`src/rtl/pc_sequencer.sv`:
```
// rtl/pc_sequencer.sv - instruction-fetch sequencer: PC, next-PC select, IN stall, HALT freeze
module pc_sequencer #(
   parameter int                  PC_WIDTH  = 10,
   parameter logic [PC_WIDTH-1:0] RESET_PC  = '0,
   parameter int                  CNT_WIDTH = 16
) (
   input  logic                 clk,
   input  logic                 rst_n,
   input  logic [31:0]          instr,
   input  logic [31:0]          reg_data,
   input  logic                 jump,
   input  logic                 jumpreg,
   input  logic                 branch,
   input  logic                 branch_cond,
   input  logic                 halt,
   input  logic                 in,
   input  logic                 in_valid,
   input  logic                 resume,
   output logic [PC_WIDTH-1:0]  pc,
   output logic [PC_WIDTH-1:0]  pc_plus1,
   output logic [5:0]           opcode,
   output logic                 exec_en,
   output logic                 halted,
   output logic                 waiting_in,
   output logic [CNT_WIDTH-1:0] instr_count
);

   typedef enum logic [1:0] {
      RUN     = 2'b00,
      WAIT_IN = 2'b01,
      HALTED  = 2'b10,
      ILLEGAL = 2'b11
   } state_t;

   state_t              state;
   logic [31:0]         br_offset;
   logic [PC_WIDTH-1:0] next_pc;
   logic                unused_bits;

   assign opcode     = instr[31:26];
   assign pc_plus1   = pc + PC_WIDTH'(1);
   assign br_offset  = {{16{instr[15]}}, instr[15:0]};
   assign halted     = (state == HALTED);
   assign waiting_in = (state == WAIT_IN);

   // Only the low PC_WIDTH bits of the jump sources feed the PC.
   assign unused_bits = ^{instr, reg_data};

   always_comb begin
      next_pc = pc_plus1;
      if (jumpreg)
         next_pc = reg_data[PC_WIDTH-1:0];
      else if (jump)
         next_pc = instr[PC_WIDTH-1:0];
      else if (branch && branch_cond)
         next_pc = pc_plus1 + br_offset[PC_WIDTH-1:0];
   end

   always_comb begin
      exec_en = 1'b0;
      if (rst_n) begin
         case (state)
            RUN:     exec_en = !halt && !(in && !in_valid);
            WAIT_IN: exec_en = in_valid;
            default: exec_en = 1'b0;
         endcase
      end
   end

   always_ff @(posedge clk) begin
      if (!rst_n) begin
         pc          <= RESET_PC;
         state       <= RUN;
         instr_count <= '0;
      end else begin
         if (exec_en)
            instr_count <= instr_count + CNT_WIDTH'(1);
         case (state)
            RUN: begin
               if (halt)
                  state <= HALTED;
               else if (in && !in_valid)
                  state <= WAIT_IN;
               else
                  pc <= next_pc;
            end
            WAIT_IN: begin
               if (in_valid) begin
                  pc    <= pc_plus1;
                  state <= RUN;
               end
            end
            HALTED: begin
               if (resume) begin
                  pc    <= pc_plus1;
                  state <= RUN;
               end
            end
            default: state <= RUN;
         endcase
      end
   end

endmodule

```
`config.mk`:
```
export PLATFORM = sky130hd
export DESIGN_NAME = pc_sequencer
export DESIGN_NICKNAME = d
export VERILOG_FILES = /design/src/rtl/pc_sequencer.sv
export SDC_FILE = /design/constraint.sdc
export NUM_CORES = 1
export LEC_CHECK = 0
export BUFFER_PORTS_ARGS = -buffer_cell sky130_fd_sc_hd__buf_2
export CAP_MARGIN = 20
export CORE_MARGIN = 5
export CORE_UTILIZATION = 40
export CTS_BUF_LIST = sky130_fd_sc_hd__clkbuf_2
export DETAILED_ROUTE_END_ITERATION = 8
export GPL_ROUTABILITY_DRIVEN = 0
export PLACE_DENSITY = 0.82
export SLEW_MARGIN = 20
export SYNTH_ARGS = -nofsm -noshare
export SYNTH_HDL_FRONTEND = slang
export SYNTH_SLANG_ARGS = --single-unit
```
`constraint.sdc`:
```
create_clock -name clk -period 7.24 [get_ports clk]
set_input_delay 0.362 -clock clk [delete_from_list [all_inputs] [get_ports clk]]
set_output_delay 0.362 -clock clk [all_outputs]
set_load 0.01 [all_outputs]
```
Yosys cells after proc, flatten, opt, wreduce, memory -nomap -nowiden
Index checks and enable logic that the tools add are counted.
- register bits: 28
- input bits: 74
- add/sub/neg operators: 3
- equality and inequality tests: 7
- multiplexer cells: 15
- reductions and logical operators: 10
- operators by type and width (cell ; number):
    $mux 10 ; 7
    $pmux 10 s3 ; 1
    $add 16x1->16 const B ; 1
    $add 10x1->10 const B ; 1
    $add 10x10->10 ; 1
    $mux 2 ; 4
    $ne 2x2->1 const B ; 4
    $pmux 2 s3 ; 1
    $reduce_and 5->1 ; 1
    $logic_and 1x1->1 ; 3
    $logic_not 1->1 ; 3
    $ne 3x3->1 const B ; 1
    $reduce_and 3->1 ; 1
    $reduce_bool 3->1 ; 1
    $eq 2x1->1 const B ; 1
    $eq 2x2->1 const B ; 1
    $logic_not 2->1 ; 1
    $pmux 1 s2 ; 1
    $mux 1 ; 1

Logic depth before layout (Yosys ltp)
- word-level depth: 8
- gate-level depth with buffers: 11
- depth with buffers taken out: 11

Worst setup path before layout
No wires, ideal clock.
- path kind: reg2reg
- start: register pc[0]
- end: register pc[9]
- setup time: 0.079 ns
- arrival: 2.746 ns
- slack: 4.415 ns
- cell stages (with the launch flop): 12
- buffers on the path: 0
- clock period less this slack: 2.825 ns
- cell sequence: dfxtp_1 ha_1 and3_2 nand3_1 xnor2_1 ha_1 o21ai_0 o211ai_1 a21oi_1 or4_1 and2_1 o211ai_1
- longest elaborated chain between the ends: 8
- elaborated cells on any way between the ends: 10
- ends and longest elaborated chain (element ; RTL line ; RTL):
    start: declaration ; 19 ; output logic [PC_WIDTH-1:0] pc,
    start signal: assignment ; 85 ; pc <= next_pc;
    start signal: assignment ; 89 ; pc <= pc_plus1;
    start signal: assignment ; 95 ; pc <= pc_plus1;
    $add 10x1->10 ; 41 ; assign pc_plus1 = pc + PC_WIDTH'(1);
    named net pc_plus1[6] ; 20 ; output logic [PC_WIDTH-1:0] pc_plus1,
    $add 10x10->10 ; 56 ; next_pc = pc_plus1 + br_offset[PC_WIDTH-1:0];
    $mux 10 ; 55 ; else if (branch && branch_cond)
    $mux 10 ; 53 ; else if (jump)
    $mux 10 ; 51 ; if (jumpreg)
    $mux 10 ; 82 ; else if (in && !in_valid)
    $mux 10 ; 80 ; if (halt)
    $pmux 10 s3 ; 78 ; case (state)
The timed path passes the listed nets, and every way through them passes these cells. The select of a mux whose other input is x is not followed.
A chain may end at the register's enable or synchronous reset.

Final worst setup path
- start: register pc[0]
- end: register pc[9]
- longest elaborated chain between the ends: 8
- elaborated cells on any way between the ends: 10
- ends and longest elaborated chain (element ; RTL line):
    $add 10x1->10 * ; 41
    $add 10x10->10 ; 56
    $mux 10 ; 55
    $mux 10 ; 53
    $mux 10 ; 51
    $mux 10 ; 82
    $mux 10 ; 80
    $pmux 10 s3 * ; 78
Every way passes the cells marked *; elsewhere a longest branch is shown, timed or not. The select of a mux whose other input is x is not followed.

==> impl_metrics.csv <==
group,metric,value,unit
run_status,status,"finished clean",
timing,tns,0,ps
critical_path,cp_max_fo,7,
grt,grt_use_total,16.5,%
synth,synth_nets,388,
synth,ys_warn_count,0,
timing,rsz0062_at_grt,"no",
synth,synth-compound-area-share,24.9,%
cts,cts_tree,"built",
cts,ctsResizeCount,0,
cts,clkSlewWorstSetupHoldPaths,260,ps
critical_path,crit_required,7550,ps
synth,synth_seq_area_share,24.2,%
power_and_ir_drop,irDropWorstVdd,71.5,µV
final_layout,nNetsFinal,442,
synth,synth_top_family_by_area,"simple AND/OR/NAND/NOR gates",
routing,wire_per_inst,14.8,µm
place,port_buffers,68,
grt,grt.overflow.total,0,
die,die_w,86.1,µm
final_layout,area_growth_syn_to_layout,15.0,%
timing,slew_headroom,44.4,%
timing,max_freq,326,MHz
routing,drc,0,
routing,postRouteAntennaNets,0,
die,die_h,86.1,µm
place,detailed_place_hpwl,4900,µm
critical_path,path_class,"reg2reg",
routing,wl,6260,µm
die,initial_utilization,41.6,%
cts,postCtsHoldBufs,0,
synth,ys_seq_elements,28,
synth,synthAdderAreaFrac,8.42,%
final_layout,layout.cells.most_common_list,"buf_2 (68), nand2_1 (29), nor2_1 (29), dfxtp_1 (28), a21oi_1 (16)",
synth,avgSynthCellArea,7.75,µm²
timing,setup_viol,0,
die,dieArea,7410,µm²
critical_path,start_kind,"flop",
synth,async_flop_share,0,%
synth,synth.top_cell.area_share,24.2,%
critical_path,arrival,3380,ps
final_layout,utilization,47.8,%
routing,dr.first_iter.drc_count,119,
grt,grt_pass1_wl,10200,µm
flow_run,cap_violations,0,
synth,synthSimpleGateAreaFrac,25.1,%
cts,clockRootBuffer,"clkbuf_2",
timing,min_period,3070,ps
critical_path,rr_worst_depth,11,
cts,clock-sinks,28,
timing,worst_pin_slew,829,ps
cts,clk_latency,360,ps
final_layout,final_common_cell,"buf_2",
timing,fin_crit_sh,42.4,%
final_layout,drive_above_1_share,22.8,%
synth,synth.area.top_cells,"dfxtp_1 (24%), ha_1 (7.6%), xor2_1 (4.9%), nand2_1 (4.7%), nor2_1 (4.7%)",
synth,synth.distinct_cells,58,
grt,antenna_found_initial,0,
critical_path,cp-end-kind,"flop",
final_layout,antenna_cells,0,
routing,vias,2407,
routing,vias_per_cell,5.69,
worst_hold_path,worstHoldPathType,"in2reg",
power_and_ir_drop,power_leakage,0.00114,µW
cts,clk_path_buf_depth,2,
synth,synthCells,299,
timing,hold_violations,0,
synth,ys.flop_type,"dfxtp_1",
grt,grt_max_degree,25,
synth,yosysTopAreaCell,"dfxtp_1",
synth,yosys-mux-area-fraction,0.432,%
cts,cts_htree_levels,1,
cts,cts_made_buffers,3,
power_and_ir_drop,power_density,175,nW/µm²
timing,slew_viol_final,0,
die,core_area,5570,µm²
synth,synth_xor_area_share,10.3,%
die,rows,27,
timing,finClkSkew,9.40,ps
grt,grt_pass1_vias,2222,
routing,firstDrtPassIters,4,
cts,cts_setup_buffers,0,
synth,synth-edff-count,0,
synth,syn_area,2320,µm²
worst_hold_path,hold_depth,3,
die,boundaryPins,119,
==> synthesized netlist by cell type, types with 4 or more instances <==
library cell / instances
a211oi_1: 5
buf_4: 6
clkbuf_1: 9
nand2_1: 29
a31oi_1: 5
nor3_1: 5
xnor2_1: 11
nand4_1: 7
xor2_1: 13
a21oi_1: 16
inv_1: 14
buf_2: 4
o21ai_0: 15
and2_1: 4
o22ai_1: 4
and4_1: 4
nand2b_1: 4
dfxtp_1: 28
nand3_1: 14
ha_1: 14
nor2_1: 29
==> per-stage QoR <==
step | worst slack (ps) | cells | hold WS (ps) | cell area (µm²) | total power, µW
global placement | 4280 | 420 | 466 | 2650 | 404
floorplan | 4410 | 299 | 480 | 2320 | 348
CTS | 4210 | 423 | 249 | 2660 | 467
global route | 4000 | 423 | 300 | 2660 | 501
detailed placement | 4250 | 420 | 484 | 2650 | 409
finish | 4170 | 423 | 275 | 2660 | 465
==> layout make-up <==
type	count	area (µm²)
inverters	15	56.3
multi-input cells	237	1600
well taps	72	90.1
clock buffers	3	15.0
flip-flops and latches	28	561
repair buffers	68	340
fillers	580	2910
==> power breakdown <==
| part | leakage [µW] | internal, µW | switching [µW] |
|---|---|---|---|
| clock network | 0.0000125 | 11.2 | 46.0 |
| registers | 0.000228 | 167 | 19.0 |
| logic | 0.000898 | 91.4 | 130 |
==> critical path, cell delays in order (launching register included) <==
cell and delay [ps]:
dfxtp_1 510, ha_1 270, and3_2 230, nand3_1 140
xnor2_1 210, ha_1 380, o21ai_0 130, o211ai_1 190
a21oi_1 110, or4_1 500, and2_1 180, o211ai_1 150
==> worst paths after layout <==
kind,from,to,slack [ps]
max reg2reg,pc[0],pc[9],4170
min reg2reg,instr_count[14],instr_count[14],510
min,halt,state[1],280
max,pc[0],pc[9],4170
==> state kept, by name (all words and copies together), names as in the netlist <==
signal and cells:
instr_count 16, state 2, pc 10
==> metal layers <==
metal	vias to the layer above	track usage (%)	routed length, µm
li1	1201	-	-
met1	1114	21.5	2760
met2	83	27.4	2940
met3	9	4.03	484
met4	0	3.60	68
met5	-	0	0
==> kinds of logic after synthesis <==
logic type      after synthesis
buf+inv                      34
xor+xnor                     25
simple gates                114
compound gates               82
mux                           1
fa+ha+maj                    15
flops                        28
(Power assumes the default switching activity.)
